`config.mk`:
```
export PLATFORM = sky130hd
export DESIGN_NAME = pool_window_scheduler_flat
export DESIGN_NICKNAME = d
export VERILOG_FILES = /design/src/rtl/pool_window_scheduler_if.sv /design/src/rtl/pool_window_scheduler.sv /design/src/flat_wrapper.sv
export SDC_FILE = /design/constraint.sdc
export NUM_CORES = 1
export LEC_CHECK = 0
export BUFFER_PORTS_ARGS = -buffer_cell sky130_fd_sc_hd__buf_4
export CORE_MARGIN = 4
export CORE_UTILIZATION = 52
export DETAILED_ROUTE_END_ITERATION = 12
export PLACE_DENSITY = 0.81
export SETUP_SLACK_MARGIN = 0.05
export SLEW_MARGIN = 10
export SYNTH_ARGS = -nofsm -noshare
export SYNTH_HDL_FRONTEND = slang
export SYNTH_SLANG_ARGS = --single-unit
```
`constraint.sdc`:
```
create_clock -name clk -period 3.25 [get_ports clk]
set_input_delay 0.65 -clock clk [delete_from_list [all_inputs] [get_ports clk]]
set_output_delay 0.65 -clock clk [all_outputs]
set_load 0.03 [all_outputs]
```
`src/rtl/pool_window_scheduler_if.sv`:
```
// Buffer read port and pooled-result stream
// for the pooling window scheduler.
interface pool_window_scheduler_if #(
  parameter int DW = 13,
  parameter int AW = 8,
  parameter int IW = 6
);
  logic                 rd_en;
  logic [AW-1:0]        rd_addr;
  logic signed [DW-1:0] rd_data;
  logic signed [DW-1:0] out_data;
  logic [IW-1:0]        out_idx;
  logic                 out_valid;
  logic                 out_ready;

  modport master (
    output rd_en,
    output rd_addr,
    input  rd_data,
    output out_data,
    output out_idx,
    output out_valid,
    input  out_ready
  );

  modport slave (
    input  rd_en,
    input  rd_addr,
    output rd_data,
    input  out_data,
    input  out_idx,
    input  out_valid,
    output out_ready
  );
endinterface

```
`src/rtl/pool_window_scheduler.sv`:
```
// 2x2/stride-2 max-pool + optional ReLU sequencer
// over a W x W feature map in a 1-cycle-latency buffer.
module pool_window_scheduler #(
  parameter int W    = 12,
  parameter int DW   = 13,
  parameter int AW   = 8,
  parameter int IW   = 6,
  parameter int RELU = 1
) (
  input  logic clk,
  input  logic rst,
  input  logic start,
  output logic busy,
  output logic done,
  pool_window_scheduler_if.master bus
);

  typedef enum logic [2:0] {
    IDLE,
    RD,
    WAIT,
    EMIT,
    DONE
  } state_t;

  localparam logic [IW-1:0] HALF    = IW'(W / 2);
  localparam logic [IW-1:0] HALF_M1 = IW'(W / 2 - 1);

  state_t               state;
  state_t               state_n;
  logic [1:0]           k;
  logic [IW-1:0]        r;
  logic [IW-1:0]        c;
  logic signed [DW-1:0] acc;
  logic signed [DW-1:0] peak;
  logic [AW-1:0]        base;
  logic [AW-1:0]        off;
  logic                 last_win;
  logic                 xfer;

  assign last_win = (r == HALF_M1) && (c == HALF_M1);
  assign xfer     = (state == EMIT) && bus.out_ready;

  assign base = AW'({r, 1'b0}) * AW'(W)
              + AW'({c, 1'b0});

  always_comb begin
    off = '0;
    unique case (k)
      2'd0: off = '0;
      2'd1: off = AW'(1);
      2'd2: off = AW'(W);
      2'd3: off = AW'(W + 1);
      default: off = '0;
    endcase
  end

  // Data for read k arrives while k+1 is issued,
  // so the last sample lands during WAIT.
  assign peak = (acc > bus.rd_data) ? acc : bus.rd_data;

  assign bus.rd_en     = (state == RD);
  assign bus.rd_addr   = (state == RD) ? base + off : '0;
  assign bus.out_valid = (state == EMIT);
  assign busy          = (state != IDLE);
  assign done          = (state == DONE);

  always_ff @(posedge clk) begin
    if (!rst) begin
      state <= IDLE;
    end else begin
      state <= state_n;
    end
  end

  always_comb begin
    state_n = state;
    unique case (state)
      IDLE: if (start) state_n = RD;
      RD:   if (k == 2'd3) state_n = WAIT;
      WAIT: state_n = EMIT;
      EMIT: begin
        if (bus.out_ready) begin
          state_n = last_win ? DONE : RD;
        end
      end
      DONE: state_n = IDLE;
      default: state_n = IDLE;
    endcase
  end

  always_ff @(posedge clk) begin
    if (!rst) begin
      k            <= '0;
      r            <= '0;
      c            <= '0;
      acc          <= '0;
      bus.out_data <= '0;
      bus.out_idx  <= '0;
    end else begin
      if (state == RD) begin
        k <= k + 2'd1;
        if (k == 2'd1) begin
          acc <= bus.rd_data;
        end else if (k != 2'd0) begin
          acc <= peak;
        end
      end
      if (state == WAIT) begin
        if (RELU != 0 && peak[DW-1]) begin
          bus.out_data <= '0;
        end else begin
          bus.out_data <= peak;
        end
        bus.out_idx <= r * HALF + c;
      end
      if (xfer && !last_win) begin
        if (c == HALF_M1) begin
          c <= '0;
          r <= r + IW'(1);
        end else begin
          c <= c + IW'(1);
        end
      end
      if (state == DONE) begin
        r <= '0;
        c <= '0;
      end
    end
  end

endmodule

```
`src/flat_wrapper.sv`:
```
// flat-port wrapper written by rule: the top's interface ports become plain ports
module pool_window_scheduler_flat 
#(
  parameter int W    = 12,
  parameter int DW   = 13,
  parameter int AW   = 8,
  parameter int IW   = 6,
  parameter int RELU = 1
)
  (clk, rst, start, busy, done, bus_rd_en, bus_rd_addr, bus_rd_data, bus_out_data, bus_out_idx, bus_out_valid, bus_out_ready);
  pool_window_scheduler_if #(.DW(DW), .AW(AW), .IW(IW)) bus_i ();
  input  logic clk;
  input  logic rst;
  input  logic start;
  output logic busy;
  output logic done;
  output wire logic [$bits(bus_i.rd_en)-1:0] bus_rd_en;
  output wire logic [$bits(bus_i.rd_addr)-1:0] bus_rd_addr;
  input wire logic [$bits(bus_i.rd_data)-1:0] bus_rd_data;
  output wire logic [$bits(bus_i.out_data)-1:0] bus_out_data;
  output wire logic [$bits(bus_i.out_idx)-1:0] bus_out_idx;
  output wire logic [$bits(bus_i.out_valid)-1:0] bus_out_valid;
  input wire logic [$bits(bus_i.out_ready)-1:0] bus_out_ready;
  assign bus_rd_en = bus_i.rd_en;
  assign bus_rd_addr = bus_i.rd_addr;
  assign bus_i.rd_data = bus_rd_data;
  assign bus_out_data = bus_i.out_data;
  assign bus_out_idx = bus_i.out_idx;
  assign bus_out_valid = bus_i.out_valid;
  assign bus_i.out_ready = bus_out_ready;
  pool_window_scheduler #(.W(W), .DW(DW), .AW(AW), .IW(IW), .RELU(RELU)) u_core (.clk(clk), .rst(rst), .start(start), .busy(busy), .done(done), .bus(bus_i));
endmodule
```
==> impl_summary.md <==
Power and ir drop
The peak supply drop is 257.4 uV. The clock network accounts for 35.6% of the total power. Combinational logic is responsible for 13.8% of the overall power.

The standby leakage power is 1.661 nW. The internal power is 0.8949 mW. The net switching power figure is 0.3091 mW. The share of power burned in registers is 50.6%. Dividing total power by cell area gives a power density of 321.6 mW/mm^2.

The switching portion of total power is 25.67%.

Routing
The number of nets still failing antenna checks after routing is 0. The first detailed-routing pass took 4 iterations. The average detailed-routed wire length per instance is 14.68 um. After detailed routing, the total wire length is 6.973 mm. The post-route DRC violation count is 0. The mean number of vias per cell is 5.448. Summing over every cut layer, the via total after detailed routing is 2588. The violation count after the first detailed-route iteration is 111.

Layout
The antenna diode count is 0. Fill cells in the final layout number 475. The area of the multi-input gates is 0.002018 mm^2. The sequential cells in the finished layout cover a total of 969.7 um^2.

Once layout is complete, the utilization of the core stands at 66.36%. The number of nets in the final layout is 459. The post-synthesis to final-layout area growth is 21.08%. The ratio of cells with drive above 1 in the final layout is 23.57%.

Global route
The initial antenna violation count is 0. The global routing met2 resource utilization is 35.10%. The total congestion overflow is 0. The met3 track demand over resource in global routing is 3.883%. Global routing consumed, on the met1 layer, 24.38% of the routing resources. The global-route wire length before repair is 11.98 mm. The global routing stage identified its most utilized layer as met2. The via count of the first global-routing pass is 2627. Global routing used 20.04% of the available tracks across all layers. Entering global routing, the biggest net connects 43 pins.

Floorplan
From left edge to right edge, the die measures 85.11 um. For this configuration, the core starts out at a cell density of 54.80%. The floorplan has 27 rows. The top-level I/O count is 48. The floorplan step set the die height to 85.11 um.

The die covers 0.007243 mm^2. After floorplanning, the core was sized to cover 0.005642 mm^2.

Timing
On the final layout, the worst clock skew is 0.004343 ns. Static timing analysis puts the maximum clock frequency at 284.8 MHz. The total of endpoints with negative setup slack in the final report is 2. The total count of max-transition violations in the final report is 0.

Setup repair after global routing could not meet its margin everywhere. The final critical path takes up 108.0% of the cycle. The final-report hold violation count is 0. Counting I/O delays and the setup requirement, the final critical path takes 3.511 ns. The worst-case headroom to the max-slew limit is 38.54%. Hold is met by 0.4634 ns. The final critical-path setup slack is -0.2613 ns. At the pin with the least slew margin, the transition time is 0.9189 ns.

Clocking
The CTS tree is done. The clock net in this run drives a total of 48 sinks. The number of buffers added to fix hold violations after cts is 0. The tree is rooted in a clkbuf_8. The clock-pin slew on the worst setup and hold paths is 0.09 ns. The clock passes through at most 2 buffers. The H-tree was split into 2 levels. Counting the buffers created by CTS gives 5.

Clock latency on the worst-skew pair, taken at its later pin, is 0.30 ns.

Setup path
In this run the worst setup path begins at u_core.k[0]. The arrival time reported for the critical path endpoint is 2.86 ns. The worst setup path is captured at an output port.

The largest fanout on the critical path is 3. The critical path startpoint category is a flip-flop. The critical path is of the flip-flop to output port type. The depth of the worst register-to-register path is 7. In this run the critical register-to-register path is launched from u_core.acc[12]. The required time of the critical path is 2.60 ns.

Min path
The class of the tightest hold or removal check is flip-flop to flip-flop. The beginning of the worst hold path is u_core.acc[0]. The worst hold path was traced through 2 stages.

Placement
At the end of routability-driven placement, the weighted congestion stood at 0.8017. The number of buffer cells added on primary ports is 46. The HPWL after detailed placement is 4.961 mm.

Synthesis
The area of the mapped netlist is 0.003092 mm^2. For this run, asynchronously set or reset flops after synthesis account for 0%. The leading register cell type out of synthesis is dfxtp_1. The share of the Yosys chip area taken by registers is 31.08%.

Synthesis handed over a netlist of 354 instances. The synthesized design contains 0 enable-type register cells. The number of warnings printed during yosys synthesis is 0. Synthesis instantiated 48 different standard cells from the library.

The synthesized netlist net count is 411. The synthesized design contains 48 register bits. The post-synthesis area per instance is 8.734 um^2.

Outcome
The flow ran to the end, but the final reports show violations. The checks that failed: negative setup slack.

Run
The max-capacitance violation count is 0.
[cells in the mapped netlist, types with 2 or more instances]
cell type / n / area, um^2
dfxtp_1: 48 / 960.9
ha_1: 37 / 462.9
nand2_1: 36 / 135.1
nor2_1: 30 / 112.6
inv_1: 28 / 105.1
mux2i_1: 17 / 170.2
o21ai_0: 17 / 85.08
xnor2_1: 14 / 122.6
a31oi_1: 12 / 75.07
nand3b_1: 12 / 90.09
a21oi_1: 10 / 50.05
clkbuf_1: 10 / 37.54
or3_1: 10 / 62.56
xor2_1: 8 / 70.07
a211oi_1: 5 / 37.54
a21o_1: 5 / 37.54
and2_1: 5 / 31.28
nand3_1: 5 / 25.02
nand4_1: 5 / 31.28
nor3_1: 4 / 20.02
or3_2: 4 / 30.03
fa_1: 3 / 60.06
buf_2: 2 / 10.01
buf_6: 2 / 22.52
nor2b_1: 2 / 12.51
[flip-flops by register name, summed over array words and instances, names as in the netlist]
| register | cells |
|---|---|
| u_core.state | 3 |
| u_core.bus.out_data | 12 |
| u_core.bus.out_idx | 6 |
| u_core.acc | 13 |
| u_core.r | 6 |
| u_core.k | 2 |
| u_core.c | 6 |
[placed cells by master (no fill, tap or decap), types with 8 or more instances in the layout]
| cell type | instances |
|---|---|
| or3_1 | 10 |
| nand2_1 | 36 |
| nor2_1 | 27 |
| ha_1 | 31 |
| inv_1 | 25 |
| xor2_1 | 8 |
| mux2i_1 | 17 |
| nand3b_1 | 12 |
| a31oi_1 | 12 |
| dfxtp_1 | 45 |
| xnor2_1 | 13 |
| a21oi_1 | 8 |
| o21ai_0 | 17 |
| buf_4 | 55 |
[cells by family after synthesis]
| logic type | count (synthesis) | share of synthesized area (%) |
|---|---|---|
| AO/OA/AOI/OAI | 59 | 13.36 |
| flip-flops | 48 | 31.08 |
| XOR/XNOR | 22 | 6.232 |
| adder cells (fa/ha/maj) | 40 | 16.92 |
| multiplexers | 17 | 5.504 |
| AND/OR/NAND/NOR | 121 | 19.99 |
| other | 1 | 0.1213 |
| buffers and inverters | 46 | 6.799 |
[timing repair]
action / CTS / global route
pin swaps: 12 / 3
gates resized for setup: 10 / 6
setup buffers: 5 / 2
hold endpoints to repair: 0 / 0
endpoints found under the setup margin: 3 / 4
cloned: 0 / 0
[power by group through the flow]
stage / Sequential (mW) / Combinational [mW] / Clock (mW)
5_1_grt: 0.612 / 0.182 / 0.464
6_report: 0.610 / 0.166 / 0.429
3_3_place_gp: 0.622 / 0.150 / 0
2_1_floorplan: 0.618 / 0.117 / 0
4_1_cts: 0.609 / 0.164 / 0.441
3_5_place_dp: 0.622 / 0.154 / 0
[per-stage QoR]
stage	cell area [um^2]	power, mW	setup WS [ns]	TNS (ns)	cells
3_3_place_gp	3515	0.7719	0.04956	0	460
3_5_place_dp	3515	0.7758	-0.03211	-0.03211	460
5_1_grt	3744	1.258	-0.4212	-0.8066	475
2_1_floorplan	3138	0.7346	0.05542	0	354
6_report	3744	1.204	-0.2613	-0.3582	475
4_1_cts	3704	1.214	-0.2771	-0.2776	473
[critical path, stage by stage, from the launching register on]
cell,delay (ns)
dfxtp_4,0.39
inv_4,0.05
ha_4,0.15
nor2_4,0.10
nor2_4,0.05
xor2_1,0.15
ha_1,0.28
ha_2,0.20
fa_2,0.34
a21o_1,0.19
a21oi_2,0.15
xnor2_1,0.14
xnor2_1,0.15
nor2_2,0.05
buf_6,0.15
[routing by layer]
layer | vias to the layer above | share of wire (%) | wire length, um
met5 | - | 0 | 0
met1 | 1207 | 43 | 3001
li1 | 1315 | - | -
met3 | 6 | 3.5 | 247
met4 | 0 | 0.93 | 65
met2 | 60 | 52 | 3659
[final timing paths]
kind	endpoint	slack, ns
hold / removal	u_core.acc[0]	0.46
setup reg to reg	u_core.acc[8]	0.53
setup / recovery	bus_rd_addr[7]	-0.26
hold reg to reg	u_core.acc[0]	0.46
[layout make-up]
cell class | count | area share, %
Inverter | 29 | 2.975
Multi-Input combinational cell | 260 | 53.91
Clock inverter | 2 | 0.9358
Tap cell | 72 | 2.406
Sequential cell | 48 | 25.90
Clock buffer | 6 | 1.939
Timing Repair Buffer | 58 | 11.93
(Power assumes the default switching activity.)
